$ cat src/rtl/floattoint.sv
// ---------------------------------------------------------------------------
// floattoint
//
// Purpose:
//    Converts an IEEE-754 single-precision operand into a signed
//    two's-complement integer of INT_WIDTH bits. This is the inverse of the
//    synth's int-to-float converter. It returns float-domain results
//    (oscillator and envelope math) to the sample bus.
//
//    The conversion is multi-cycle and shifts the mantissa one bit per clock.
//    Holding reset high captures a new operand. The conversion then runs once
//    reset goes low, and done flags the final result.
//
// Ports:
//    clk      input   1          system clock, rising edge
//    reset    input   1          synchronous active-high; captures floatin
//                                and arms a conversion
//    floatin  input   32         IEEE-754 single operand, sampled while reset
//                                is high
//    intout   output  INT_WIDTH  signed result, valid while done is high
//    done     output  1          registered completion flag, held until the
//                                next reset
//
// Parameters:
//    INT_WIDTH  output integer width (8..24), default 16
//
// Configuration macro:
//    FLOATTOINT_ROUND_NEAREST_EN  when defined, the result is rounded to
//                                 nearest-even using guard/sticky tracking.
//                                 When undefined, the result is truncated
//                                 toward zero, like a C cast.
// ---------------------------------------------------------------------------
module floattoint #(
   parameter int INT_WIDTH = 16
) (
   input  logic                        clk,
   input  logic                        reset,
   input  logic [31:0]                 floatin,
   output logic signed [INT_WIDTH-1:0] intout,
   output logic                        done
);

   typedef enum logic [1:0] {
      CLASSIFY,
      SHIFT,
      NEGATE,
      DONE
   } state_t;

   // Biased exponent at or above which the magnitude cannot fit:
   // e >= INT_WIDTH-1.
   localparam logic [8:0] SAT_EXP = 9'(127 + INT_WIDTH - 1);

   localparam logic [INT_WIDTH-1:0] SAT_POS = {1'b0, {(INT_WIDTH-1){1'b1}}};
   localparam logic [INT_WIDTH-1:0] SAT_NEG = {1'b1, {(INT_WIDTH-1){1'b0}}};

`ifdef FLOATTOINT_ROUND_NEAREST_EN
   localparam logic [24:0] MAX_POS_MAG = 25'((1 << (INT_WIDTH-1)) - 1);
   localparam logic [24:0] MAX_NEG_MAG = 25'(1 << (INT_WIDTH-1));
`endif

   state_t                  state_q, state_d;
   logic [31:0]             operand_q;
   logic [23:0]             mag_q, mag_d;
   logic [4:0]              k_q, k_d;
   logic [INT_WIDTH-1:0]    intout_q, intout_d;
   logic                    done_q, done_d;
`ifdef FLOATTOINT_ROUND_NEAREST_EN
   logic                    guard_q, guard_d;
   logic                    sticky_q, sticky_d;
   logic                    roundUp;
   logic [24:0]             rounded;
`endif

   logic                    sign;
   logic [7:0]              expField;
   logic [22:0]             frac;
   logic                    isNan;
   logic                    isInf;
   logic                    isSat;
   logic                    isZero;

   // Field decode of the captured operand. The "zero" class covers true zero,
   // denormals and every magnitude that truncates (or rounds) to 0 without
   // shifting. In rounding mode, e = -1 still has to go through the shifter,
   // because values in [0.5, 1) may round up to 1.
   assign sign     = operand_q[31];
   assign expField = operand_q[30:23];
   assign frac     = operand_q[22:0];
   assign isNan    = (expField == 8'hFF) && (frac != 23'd0);
   assign isInf    = (expField == 8'hFF) && (frac == 23'd0);
   assign isSat    = ({1'b0, expField} >= SAT_EXP);
`ifdef FLOATTOINT_ROUND_NEAREST_EN
   assign isZero   = (expField < 8'd126);
`else
   assign isZero   = (expField < 8'd127);
`endif

   assign intout = intout_q;
   assign done   = done_q;

   // Next-state and datapath logic. CLASSIFY resolves every special case in
   // one edge. Otherwise it loads the mantissa and the shift count
   // k = 23 - e = 150 - E. SHIFT walks the mantissa right one bit per edge
   // and leaves on the edge where k reaches zero. NEGATE applies the sign
   // (and, when enabled, the rounding increment) and raises done.
   always_comb begin
      state_d  = state_q;
      mag_d    = mag_q;
      k_d      = k_q;
      intout_d = intout_q;
      done_d   = done_q;
`ifdef FLOATTOINT_ROUND_NEAREST_EN
      guard_d  = guard_q;
      sticky_d = sticky_q;
      roundUp  = 1'b0;
      rounded  = 25'd0;
`endif
      case (state_q)
         CLASSIFY: begin
            if (isNan) begin
               intout_d = '0;
               done_d   = 1'b1;
               state_d  = DONE;
            end else if (isInf || isSat) begin
               intout_d = sign ? SAT_NEG : SAT_POS;
               done_d   = 1'b1;
               state_d  = DONE;
            end else if (isZero) begin
               intout_d = '0;
               done_d   = 1'b1;
               state_d  = DONE;
            end else begin
               mag_d    = {1'b1, frac};
               k_d      = 5'(8'd150 - expField);
`ifdef FLOATTOINT_ROUND_NEAREST_EN
               guard_d  = 1'b0;
               sticky_d = 1'b0;
`endif
               state_d  = SHIFT;
            end
         end
         SHIFT: begin
            mag_d = mag_q >> 1;
            k_d   = k_q - 5'd1;
`ifdef FLOATTOINT_ROUND_NEAREST_EN
            guard_d  = mag_q[0];
            sticky_d = sticky_q | guard_q;
`endif
            if (k_q == 5'd1) begin
               state_d = NEGATE;
            end
         end
         NEGATE: begin
`ifdef FLOATTOINT_ROUND_NEAREST_EN
            roundUp = guard_q & (sticky_q | mag_q[0]);
            rounded = {1'b0, mag_q} + {24'd0, roundUp};
            if (!sign && (rounded > MAX_POS_MAG)) begin
               intout_d = SAT_POS;
            end else if (sign && (rounded > MAX_NEG_MAG)) begin
               intout_d = SAT_NEG;
            end else begin
               intout_d = sign ? -rounded[INT_WIDTH-1:0] : rounded[INT_WIDTH-1:0];
            end
`else
            intout_d = sign ? -mag_q[INT_WIDTH-1:0] : mag_q[INT_WIDTH-1:0];
`endif
            done_d  = 1'b1;
            state_d = DONE;
         end
         DONE: begin
            state_d = DONE;
         end
         default: begin
            state_d = DONE;
         end
      endcase
   end

   // State register. Reset has priority: it clears the visible outputs,
   // re-arms CLASSIFY and captures the operand. A reset during a conversion
   // therefore simply aborts it. The operand register holds its value
   // outside reset, so later changes on floatin are ignored.
   always_ff @(posedge clk) begin
      if (reset) begin
         state_q   <= CLASSIFY;
         operand_q <= floatin;
         mag_q     <= '0;
         k_q       <= '0;
         intout_q  <= '0;
         done_q    <= 1'b0;
`ifdef FLOATTOINT_ROUND_NEAREST_EN
         guard_q   <= 1'b0;
         sticky_q  <= 1'b0;
`endif
      end else begin
         state_q   <= state_d;
         mag_q     <= mag_d;
         k_q       <= k_d;
         intout_q  <= intout_d;
         done_q    <= done_d;
`ifdef FLOATTOINT_ROUND_NEAREST_EN
         guard_q   <= guard_d;
         sticky_q  <= sticky_d;
`endif
      end
   end

endmodule

$ cat config.mk
export PLATFORM = sky130hd
export DESIGN_NAME = floattoint
export DESIGN_NICKNAME = d
export VERILOG_FILES = /design/src/rtl/floattoint.sv
export SDC_FILE = /design/constraint.sdc
export NUM_CORES = 1
export LEC_CHECK = 0
export ABC_AREA = 0
export CAP_MARGIN = 20
export CORE_MARGIN = 1
export CORE_UTILIZATION = 49
export CTS_CLUSTER_SIZE = 30
export DETAILED_ROUTE_END_ITERATION = 8
export GPL_ROUTABILITY_DRIVEN = 0
export PLACE_DENSITY = 0.74
export SLEW_MARGIN = 15
export SYNTH_ARGS = -nofsm -noshare
export SYNTH_HDL_FRONTEND = slang
export SYNTH_SLANG_ARGS = --single-unit
$ cat constraint.sdc
create_clock -name clk -period 1.9 [get_ports clk]
set_input_delay 0.475 -clock clk [delete_from_list [all_inputs] [get_ports clk]]
set_output_delay 0.475 -clock clk [all_outputs]
set_load 0.01 [all_outputs]
==> flow_metrics.env <==
export IMPL_place_inst=520
export IMPL_insertion_delay_ps=340
export IMPL_cpPeakStageDelay_ps=450
export IMPL_ios=51
export IMPL_fin_total_pwr_uw=4490
export IMPL_place_hpwl_um=5500
export IMPL_drt_iter0_drc=141
export IMPL_skew_ps=6.95
export IMPL_start_kind="flop"
export IMPL_layout_min_cycle_time_ps=2050
export IMPL_synth_edf_count=32
export IMPL_max_freq_ghz=0.489
export IMPL_worstHoldPathType="reg2reg"
export IMPL_gr_total_overflow=0
export IMPL_layout_common_cells="51 x nand2_1, 49 x nor2_1, 49 x clkdlybuf4s50_1, 48 x dfxtp_1, 32 x edfxtp_1"
export IMPL_syn_area_um2=3640
export IMPL_start_util_pct=50.4
export IMPL_grt_pass1_wl_um=13000
export IMPL_ys_flop_type="dfxtp_1"
export IMPL_antenna_found_initial=0
export IMPL_r2r_start="operand_q[24]$_DFFE_PP_"
export IMPL_io_buffer_count=50
export IMPL_yosys_top_cells_area="dfxtp_1 26%, edfxtp_1 26%, nand2_1 6.7%"
export IMPL_syn_nets=404
export IMPL_detail_route_antenna_nets=0
export IMPL_fillers=529
export IMPL_r2r_cells=8
export IMPL_outcome="finished with violations"
export IMPL_leakagePower_uw=0.00181
export IMPL_root_buffer="clkbuf_8"
export IMPL_irDropWorstVdd_mv=0.482
export IMPL_cp_endpoint="k_q[4]$_SDFFE_PP0P_"
export IMPL_synth_seq_cells=80
export IMPL_period_share_pct=108
export IMPL_numCtsBuffers=9
export IMPL_grt_max_degree=34
export IMPL_synth_top_cell_area_share_pct=26.4
export IMPL_crit_type="reg2reg"
export IMPL_timing_rr_end="k_q[4]$_SDFFE_PP0P_"
export IMPL_routed_wl_um=8520
export IMPL_setup_worst_path_start="operand_q[24]$_DFFE_PP_"
export IMPL_cts_max_level=3
export IMPL_cap_violations=0
export IMPL_slew_headroom_pct=56.9
export IMPL_path_cells="ha_2 > o211ai_1 > nand3_2 > buf_6 > a211o_4 > buf_12 > a21oi_4 > o211a_1"
export IMPL_track_usage_pct=21.8
export IMPL_dr_pass1_iters=5
export IMPL_required_ps=2190
export IMPL_async_reset_ff_share_pct=0
export IMPL_rsz0062_at_grt="yes"
export IMPL_avgSynthCellArea_um2=9.96
export IMPL_crit_arrival_ps=2340
export IMPL_instances_no_fill=547
export IMPL_final_layout_size_suffix_gt1_share_pct=28.1
export IMPL_coreArea_um2=7210
export IMPL_cts_sinks=80
export IMPL_setup_ws_ps=-145
export IMPL_crit_path_top_delay_cell="edfxtp_1"
export IMPL_pwr_density_cell_nw_per_um2=881
export IMPL_yosysTopAreaCell="dfxtp_1"
export IMPL_finalHoldViolCount=0
export IMPL_yosys_warnings=0
export IMPL_crit_fanout=8
export IMPL_vias_per_cell=5.63
export IMPL_cts_tree="yes"
export IMPL_syn_to_final_growth_pct=40.1
export IMPL_layout_nets=482
export IMPL_route_detailed_drc=0
export IMPL_worstMarginPinSlew_ps=647
export IMPL_postCtsHoldBufs=0
export IMPL_routedWlPerCell_um=15.6
export IMPL_finalHoldWorstSlack_ps=470
export IMPL_layout_commonest_cell="nand2_1"
export IMPL_synth_seq_area_share_pct=52.9
export IMPL_setup_viol=45
export IMPL_synthDistinctLibCells=48
export IMPL_antenna_cells=0
export IMPL_cts_buffer_depth=2
export IMPL_rows=31
export IMPL_regToRegSetupSlack_ps=-150
export IMPL_fp_dieW_um=88.1
export IMPL_clk_pin_slew_ps=80
export IMPL_die_y_um=88.1
export IMPL_endpoint_kind="flop"
export IMPL_synth_cells=365
export IMPL_vias=3078
export IMPL_violations="negative setup slack"
export IMPL_place_ws_ps=-135
export IMPL_maxSlewViolCount=0
export IMPL_die_area_um2=7770
export IMPL_grt_pass1_vias=2817
area by class of cell:
type / instances / area [µm²] / area share, %
clock buffer: 11 / 131 / 2.58
sequential: 80 / 1920 / 37.7
multi-input combinational: 254 / 1870 / 36.6
inverter: 7 / 26.3 / 0.516
clock inverter: 5 / 104 / 2.04
timing repair buffer: 91 / 921 / 18.1
tap: 99 / 124 / 2.43
cell families after synthesis:
family | Yosys count | synth area share (%)
AOI/OAI and AO/OA | 77 | 18.4
xor gates and xnor gates | 16 | 3.85
adders and majority gates | 5 | 1.72
buffers and inverters | 32 | 3.96
DFF | 80 | 52.9
and+or+nand+nor | 155 | 19.2
critical path: cells and delay by family, from the launching register on:
kind | cells | cell delay, ps
flip-flops | 1 | 450
adder cells (fa/ha/maj) | 1 | 200
buffers and inverters | 2 | 330
AO/OA/AOI/OAI | 4 | 860
AND/OR/NAND/NOR | 1 | 160
where the power goes:
part           internal [µW]  leakage, µW  switching [µW]  total (µW)
Combinational            475     0.000985             459         934
Sequential              1950     0.000710             131        2080
Clock                    875     0.000114             598        1470
Total                   3300      0.00181            1190        4490
synthesized netlist by cell type (2+ instances only):
master	count
nand2_1	65
nor2_1	49
dfxtp_1	48
edfxtp_1	32
clkbuf_1	18
a211oi_1	14
a311oi_1	14
xnor2_1	13
a311oi_2	10
a21oi_1	7
inv_1	7
nand3_1	7
o31ai_1	7
nor4_1	6
o21ai_0	6
ha_1	5
nand2b_1	5
nor3_1	5
or3_1	5
buf_2	4
xor2_1	3
a21o_1	2
a221oi_1	2
buf_6	2
nand4_1	2
o211a_1	2
o32ai_1	2
o41ai_1	2
or4_1	2
how the worst min path moves through the flow:
stage / start / to / slack (ps) / cells after the start
after global placement: mag_q[23]$_SDFFE_PP0P_ / mag_q[23]$_SDFFE_PP0P_ / 450 / 2
after detailed placement: mag_q[23]$_SDFFE_PP0P_ / mag_q[23]$_SDFFE_PP0P_ / 460 / 2
after floorplan: mag_q[23]$_SDFFE_PP0P_ / mag_q[23]$_SDFFE_PP0P_ / 440 / 2
final: mag_q[23]$_SDFFE_PP0P_ / mag_q[23]$_SDFFE_PP0P_ / 470 / 2
after CTS: mag_q[23]$_SDFFE_PP0P_ / mag_q[23]$_SDFFE_PP0P_ / 470 / 2
after global routing: mag_q[21]$_SDFFE_PP0P_ / mag_q[21]$_SDFFE_PP0P_ / 510 / 2
what timing repair did:
action,CTS,global route
gates resized for setup,8,56
buffers inserted,3,3
setup endpoints to repair,43,46
pin swaps,5,8
cloned,1,4
state kept, by name, summed over array words and instances (netlist names):
name,flops
intout,16
operand_q,32
done,1
mag_q,24
state_q,2
k_q,5
layer usage:
layer	up-vias	track usage, %	routed length (µm)
li1	1487	-	-
met1	1483	29.2	3710
met2	95	36.1	4310
met3	13	3.49	372
met4	0	7.33	133
met5	-	0	0
per-stage QoR:
stage | cell area [µm²] | setup TNS (ps) | utilization (%)
4_1_cts | 4760 | -3180 | 66.0
3_5_place_dp | 4460 | -3680 | 61.8
2_1_floorplan | 3660 | 0 | -
6_report | 5090 | -4820 | 70.6
3_3_place_gp | 4460 | -2080 | 61.8
5_1_grt | 5090 | -7960 | 70.6
No activity file was read; power rests on OpenSTA's default activity.
